[config.mk]
export PLATFORM = sky130hd
export DESIGN_NAME = fir_mac_sequencer_flat
export DESIGN_NICKNAME = d
export VERILOG_FILES = /design/src/rtl/fir_mac_sequencer_if.sv /design/src/rtl/fir_mac_sequencer.sv /design/src/flat_wrapper.sv
export SDC_FILE = /design/constraint.sdc
export NUM_CORES = 1
export LEC_CHECK = 0
export ABC_CLOCK_PERIOD_IN_PS = 5000
export CELL_PAD_IN_SITES_DETAIL_PLACEMENT = 0
export CELL_PAD_IN_SITES_GLOBAL_PLACEMENT = 2
export CORE_UTILIZATION = 23
export DETAILED_ROUTE_END_ITERATION = 8
export PLACE_DENSITY_LB_ADDON = 0.05
export SYNTH_ARGS = -nofsm -noshare
export SYNTH_HDL_FRONTEND = slang
export SYNTH_SLANG_ARGS = --single-unit
[constraint.sdc]
create_clock -name clk -period 5 [get_ports clk]
set_clock_uncertainty 0.05 [all_clocks]
set_input_delay 1.5 -clock clk [delete_from_list [all_inputs] [get_ports clk]]
set_output_delay 1.5 -clock clk [all_outputs]
set_load 0.01 [all_outputs]
[src/rtl/fir_mac_sequencer_if.sv]
// Bus bundle between the FIR MAC sequencer and its sample source, sample RAM,
// coefficient ROM, MAC datapath and result consumer.
// master: the sequencer side (drives s_ready, RAM/ROM addresses, MAC strobes,
//         y_valid, busy; receives s_valid, s_data, y_ready).
// slave:  the surrounding system side (mirror image of master).
// FIR_SYMM_EN adds smp_raddr_b, the mirrored-tap sample read address.
interface fir_mac_sequencer_if #(
    parameter int ADDR_W = 7,
    parameter int DATA_W = 32
);
    logic                     s_valid;
    logic                     s_ready;
    logic signed [DATA_W-1:0] s_data;
    logic                     smp_we;
    logic [ADDR_W-1:0]        smp_waddr;
    logic signed [DATA_W-1:0] smp_wdata;
    logic [ADDR_W-1:0]        smp_raddr;
`ifdef FIR_SYMM_EN
    logic [ADDR_W-1:0]        smp_raddr_b;
`endif
    logic [ADDR_W-1:0]        coef_raddr;
    logic                     mac_clr;
    logic                     mac_en;
    logic                     mac_last;
    logic                     y_valid;
    logic                     y_ready;
    logic                     busy;

    modport master (
        input  s_valid, s_data, y_ready,
        output s_ready, smp_we, smp_waddr, smp_wdata, smp_raddr,
`ifdef FIR_SYMM_EN
        output smp_raddr_b,
`endif
        output coef_raddr, mac_clr, mac_en, mac_last, y_valid, busy
    );

    modport slave (
        output s_valid, s_data, y_ready,
        input  s_ready, smp_we, smp_waddr, smp_wdata, smp_raddr,
`ifdef FIR_SYMM_EN
        input  smp_raddr_b,
`endif
        input  coef_raddr, mac_clr, mac_en, mac_last, y_valid, busy
    );
endinterface

[src/rtl/fir_mac_sequencer.sv]
// Folded single-MAC FIR controller: clears the circular sample RAM, accepts
// one sample per handshake, walks the taps one per cycle, waits out the MAC
// pipeline and offers the result with a valid/ready handshake.
// Ports: clk, reset (async, active-high), bus (fir_mac_sequencer_if.master).
// Optional macro FIR_SYMM_EN: symmetric-coefficient folding (half-length RUN,
// second read address smp_raddr_b); N_TAPS must then be even.
module fir_mac_sequencer #(
    parameter int N_TAPS  = 100,
    parameter int ADDR_W  = 7,
    parameter int DATA_W  = 32,
    parameter int MAC_LAT = 2
) (
    input  logic                  clk,
    input  logic                  reset,
    fir_mac_sequencer_if.master   bus
);

`ifdef FIR_SYMM_EN
    localparam int RUN_N = N_TAPS / 2;
    if (N_TAPS % 2 != 0) begin : g_odd_taps
        $error("fir_mac_sequencer: FIR_SYMM_EN needs an even N_TAPS");
    end
`else
    localparam int RUN_N = N_TAPS;
`endif

    localparam int DW = (MAC_LAT > 1) ? $clog2(MAC_LAT) : 1;
    localparam logic [DW-1:0]     D_LAST = DW'((MAC_LAT > 0) ? MAC_LAT - 1 : 0);
    localparam logic [ADDR_W-1:0] A_LAST = ADDR_W'(N_TAPS - 1);
    localparam logic [ADDR_W-1:0] K_LAST = ADDR_W'(RUN_N - 1);
    localparam logic [ADDR_W:0]   N_EXT  = (ADDR_W + 1)'(N_TAPS);

    typedef enum logic [2:0] {CLEAR, IDLE, RUN, DRAIN, OUT} state_t;

    state_t            state, state_nx;
    logic [ADDR_W-1:0] k, k_nx;
    logic [ADDR_W-1:0] wptr, wptr_nx;
    logic [ADDR_W-1:0] newest, newest_nx;
    logic [DW-1:0]     d, d_nx;

    // (nw - j) mod N_TAPS; wraps by adding N_TAPS, not by 2^ADDR_W overflow.
    function automatic logic [ADDR_W-1:0] tap_addr(
        input logic [ADDR_W-1:0] nw,
        input logic [ADDR_W-1:0] j
    );
        if (nw >= j)
            return nw - j;
        return ADDR_W'(N_EXT - {1'b0, j} + {1'b0, nw});
    endfunction

    always_ff @(posedge clk or posedge reset) begin
        if (reset) begin
            state  <= CLEAR;
            k      <= '0;
            wptr   <= '0;
            newest <= '0;
            d      <= '0;
        end else begin
            state  <= state_nx;
            k      <= k_nx;
            wptr   <= wptr_nx;
            newest <= newest_nx;
            d      <= d_nx;
        end
    end

    always_comb begin
        state_nx       = state;
        k_nx           = k;
        wptr_nx        = wptr;
        newest_nx      = newest;
        d_nx           = d;
        bus.s_ready    = 1'b0;
        bus.smp_we     = 1'b0;
        bus.smp_waddr  = '0;
        bus.smp_wdata  = '0;
        bus.smp_raddr  = '0;
`ifdef FIR_SYMM_EN
        bus.smp_raddr_b = '0;
`endif
        bus.coef_raddr = '0;
        bus.mac_clr    = 1'b0;
        bus.mac_en     = 1'b0;
        bus.mac_last   = 1'b0;
        bus.y_valid    = 1'b0;
        bus.busy       = (state != IDLE);

        unique case (state)
            CLEAR: begin
                bus.smp_we    = 1'b1;
                bus.smp_waddr = k;
                if (k == A_LAST) begin
                    k_nx     = '0;
                    state_nx = IDLE;
                end else begin
                    k_nx = k + 1'b1;
                end
            end
            IDLE: begin
                bus.s_ready = 1'b1;
                if (bus.s_valid) begin
                    bus.smp_we    = 1'b1;
                    bus.smp_waddr = wptr;
                    bus.smp_wdata = bus.s_data;
                    newest_nx     = wptr;
                    wptr_nx       = (wptr == A_LAST) ? '0 : wptr + 1'b1;
                    k_nx          = '0;
                    state_nx      = RUN;
                end
            end
            RUN: begin
                bus.mac_en     = 1'b1;
                bus.coef_raddr = k;
                bus.smp_raddr  = tap_addr(newest, k);
`ifdef FIR_SYMM_EN
                bus.smp_raddr_b = tap_addr(newest, A_LAST - k);
`endif
                bus.mac_clr    = (k == '0);
                bus.mac_last   = (k == K_LAST);
                if (k == K_LAST) begin
                    k_nx     = '0;
                    d_nx     = '0;
                    state_nx = (MAC_LAT == 0) ? OUT : DRAIN;
                end else begin
                    k_nx = k + 1'b1;
                end
            end
            DRAIN: begin
                if (d == D_LAST)
                    state_nx = OUT;
                else
                    d_nx = d + 1'b1;
            end
            OUT: begin
                bus.y_valid = 1'b1;
                if (bus.y_ready)
                    state_nx = IDLE;
            end
            default: state_nx = CLEAR;
        endcase

        // Reset forces every output low at once, independent of the clock.
        if (reset) begin
            bus.s_ready    = 1'b0;
            bus.smp_we     = 1'b0;
            bus.smp_waddr  = '0;
            bus.smp_wdata  = '0;
            bus.smp_raddr  = '0;
`ifdef FIR_SYMM_EN
            bus.smp_raddr_b = '0;
`endif
            bus.coef_raddr = '0;
            bus.mac_clr    = 1'b0;
            bus.mac_en     = 1'b0;
            bus.mac_last   = 1'b0;
            bus.y_valid    = 1'b0;
            bus.busy       = 1'b0;
        end
    end

endmodule

[src/flat_wrapper.sv]
// flat-port wrapper written by rule: the top's interface ports become plain ports
module fir_mac_sequencer_flat 
#(
    parameter int N_TAPS  = 100,
    parameter int ADDR_W  = 7,
    parameter int DATA_W  = 32,
    parameter int MAC_LAT = 2
)
  (clk, reset, bus_s_valid, bus_s_data, bus_y_ready, bus_s_ready, bus_smp_we, bus_smp_waddr, bus_smp_wdata, bus_smp_raddr, bus_coef_raddr, bus_mac_clr, bus_mac_en, bus_mac_last, bus_y_valid, bus_busy);
  fir_mac_sequencer_if #(.ADDR_W(ADDR_W), .DATA_W(DATA_W)) bus_i ();
  input  logic clk;
  input  logic reset;
  input wire logic [$bits(bus_i.s_valid)-1:0] bus_s_valid;
  input wire logic [$bits(bus_i.s_data)-1:0] bus_s_data;
  input wire logic [$bits(bus_i.y_ready)-1:0] bus_y_ready;
  output wire logic [$bits(bus_i.s_ready)-1:0] bus_s_ready;
  output wire logic [$bits(bus_i.smp_we)-1:0] bus_smp_we;
  output wire logic [$bits(bus_i.smp_waddr)-1:0] bus_smp_waddr;
  output wire logic [$bits(bus_i.smp_wdata)-1:0] bus_smp_wdata;
  output wire logic [$bits(bus_i.smp_raddr)-1:0] bus_smp_raddr;
  output wire logic [$bits(bus_i.coef_raddr)-1:0] bus_coef_raddr;
  output wire logic [$bits(bus_i.mac_clr)-1:0] bus_mac_clr;
  output wire logic [$bits(bus_i.mac_en)-1:0] bus_mac_en;
  output wire logic [$bits(bus_i.mac_last)-1:0] bus_mac_last;
  output wire logic [$bits(bus_i.y_valid)-1:0] bus_y_valid;
  output wire logic [$bits(bus_i.busy)-1:0] bus_busy;
  assign bus_i.s_valid = bus_s_valid;
  assign bus_i.s_data = bus_s_data;
  assign bus_i.y_ready = bus_y_ready;
  assign bus_s_ready = bus_i.s_ready;
  assign bus_smp_we = bus_i.smp_we;
  assign bus_smp_waddr = bus_i.smp_waddr;
  assign bus_smp_wdata = bus_i.smp_wdata;
  assign bus_smp_raddr = bus_i.smp_raddr;
  assign bus_coef_raddr = bus_i.coef_raddr;
  assign bus_mac_clr = bus_i.mac_clr;
  assign bus_mac_en = bus_i.mac_en;
  assign bus_mac_last = bus_i.mac_last;
  assign bus_y_valid = bus_i.y_valid;
  assign bus_busy = bus_i.busy;
  fir_mac_sequencer #(.N_TAPS(N_TAPS), .ADDR_W(ADDR_W), .DATA_W(DATA_W), .MAC_LAT(MAC_LAT)) u_core (.clk(clk), .reset(reset), .bus(bus_i));
endmodule
==> metrics.cfg <==
[setup_path]
crit_type = in -> out
cp_slowest_cell = clkdlybuf4s50_1
worstPathArrival_ns = 3.28
rr_startpoint = u_core.k[0]
end_kind = output port
worstPathCellList = clkdlybuf4s50_1, nand2_1, nor3_2, buf_6, nand2_1, a21oi_1, clkdlybuf4s50_1
startpoint = bus_s_valid
cp-start-kind = primary input
critPathMaxFanout = 15
cpLargestDelayFamily = buffers and inverters
rrSetupSlack_ns = 3.02
worst-path-buf-inv = 3
cpPeakStageDelay_ns = 0.57
cp.required_ns = 3.45

[die]
core_area_um2 = 9328
die_h_um = 100.6
die_w_um = 100.6
row_count = 35
die_area_um2 = 10130
initial_core_util_pct = 23.98
ios = 96

[clock_tree]
cts_tree = built
cts_buffers = 3
cts.htree.levels = 1
cts_buffer_depth = 2
cts_root_buffer = clkbuf_8
cts_sinks = 25
clk_pin_slew_ns = 0.09
ctsHoldBuffers = 0
clock_latency_ns = 0.27

[route]
routed_via_density = 4.435
dr.pass1.iters = 4
num_vias = 2333
dr.first_iter.drc_count = 139
drt_wl_total_um = 7190
drc = 0
drt-wirelength-per-cell_um = 13.67
antenna_left = 0

[grt]
grt_pass1_vias = 2195
grtUsageTotal_pct = 14.40
antenna_found_initial = 0
grt-ovfl-total = 0
grt_max_degree = 26
grt_pass1_wl_um = 11470

[logic_synthesis]
ys.flop_type = dfrtp_1
yosysMostFrequentCell = nand2_1
synth_top_area_share_pct = 27.96
yosys_register_bits = 25
ys_warn_count = 0
syn_area_um2 = 2237
synth_common_cells = nand2_1 (39), and2_1 (33), nor2_1 (29)
synth.distinct_cells = 40
yosysTopAreaCell = dfrtp_1
syn_inst = 294
ys_seq_area_share_pct = 27.96
avgSynthCellArea_um2 = 7.609
syn-num-nets = 352
synthTopCellsByArea = dfrtp_1 (28%), ha_1 (9.5%), and2_1 (9.2%), nand2_1 (6.5%), nor2_1 (4.9%)
async_reset_ff_share_pct = 100.0
synth-edff-count = 0

[timing]
period_share_pct = 96.68
final-setup-viol-count = 0
tightest_slew_ns = 0.4533
fin_tns_setup_ns = 0
max_freq_mhz = 206.9
rsz0062_at_grt = false
hold_viol = 0
whs_ns = 0.4996
post-route-min-period_ns = 4.834
slew_violations = 0
max_slew_margin_pct = 69.67

[final_layout]
area_growth_pct = 55.76
fillerInstances = 1010
drive_gt1_share_pct = 6.297
diodes = 0
nets = 456

[worst_hold_path]
min-delay-start = u_core.newest[3]
hp-class = reg -> reg

[placement]
gp_congestion = 0.7454
io_buffers = 95
place_hpwl_um = 5854

[status]
outcome = completed

[pwr]
ir_drop_uv = 159.5
p_per_area_nw_per_um2 = 471.3
leakage_uw = 0.001474

[flow_run]
cap_violations = 0

-- path summary, 6_finish.rpt --
check	depth (start not counted)	to
max reg2reg	6	u_core.k[5]
max in group asynchronous	3	u_core.k[5]
min	2	u_core.newest[3]
max	7	bus_smp_waddr[3]
min in group asynchronous	3	u_core.state[2]
min reg2reg	2	u_core.newest[3]
-- cell usage in the layout (no fill, tap or decap), drive strengths merged, types with 16 or more instances in the layout --
cell,instances
inv,24
clkdlybuf4s50,95
a21oi,21
nor2,29
dfrtp,25
and2,33
nand2,40
buf,16
ha,17
o21ai,18
-- report_power, final --
group	switching [uW]	total (uW)	leakage, uW	internal (uW)
clock network	68.5	124	0.0000255	55.8
logic	623	1170	0.00112	546
registers	88.6	348	0.000328	260
-- area by class of cell --
class | instances | area [um^2] | share of cell area, %
Multi-Input combinational cell | 233 | 1486 | 42.66
Timing Repair Buffer | 111 | 1075 | 30.84
Sequential cell | 25 | 625.6 | 17.95
Tap cell | 129 | 161.4 | 4.632
Inverter | 24 | 90.09 | 2.585
Clock buffer | 3 | 41.29 | 1.185
Clock inverter | 1 | 5.005 | 0.1436
-- per-layer routing --
metal  GRT usage, %  wire (um)  vias to the layer above
li1               -          -                     1193
met1          20.83       3575                     1074
met2          21.92       3178                       64
met3          2.913        384                        2
met4          3.344         51                        0
met5              0          0                        -
-- tightest hold or removal path, cell delays in order (launching register included) --
cell,delay [ns]
dfrtp_1,0.40
nand2_1,0.06
nand2_1,0.06
-- timing repair --
item                       4_1_cts  5_1_grt
gates resized for setup          0        2
setup endpoints to repair        0        6
buffers inserted                 0        4
-- logic make-up (layout without fill, tap and decap cells) --
family          after synthesis  after routing  synth area share, %
xor+xnor                      8              8                3.132
compound gates               58             58                16.00
flops                        25             25                27.96
simple gates                143            143                31.88
fa+ha+maj                    22             22                13.98
mux                           2              2               0.8949
buf+inv                      36            139                6.152
-- state kept, by name, indices dropped and copies added, names as in the netlist --
name	cells
u_core.wptr	7
u_core.d	1
u_core.k	7
u_core.state	3
u_core.newest	7
-- metrics by stage --
step | area [um^2] | worst slack (ns) | instances | util, % | total power, uW
2_1_floorplan | 2237 | 0.3882 | 294 | - | 1085
3_3_place_gp | 3397 | 0.1656 | 518 | 36.42 | 1504
3_5_place_dp | 3397 | 0.08745 | 518 | 36.42 | 1495
4_1_cts | 3443 | 0.08422 | 522 | 36.91 | 1623
5_1_grt | 3485 | 0.003407 | 526 | 37.36 | 1816
6_report | 3485 | 0.1658 | 526 | 37.36 | 1642
Note: power is estimated with default switching activity, not from simulation.
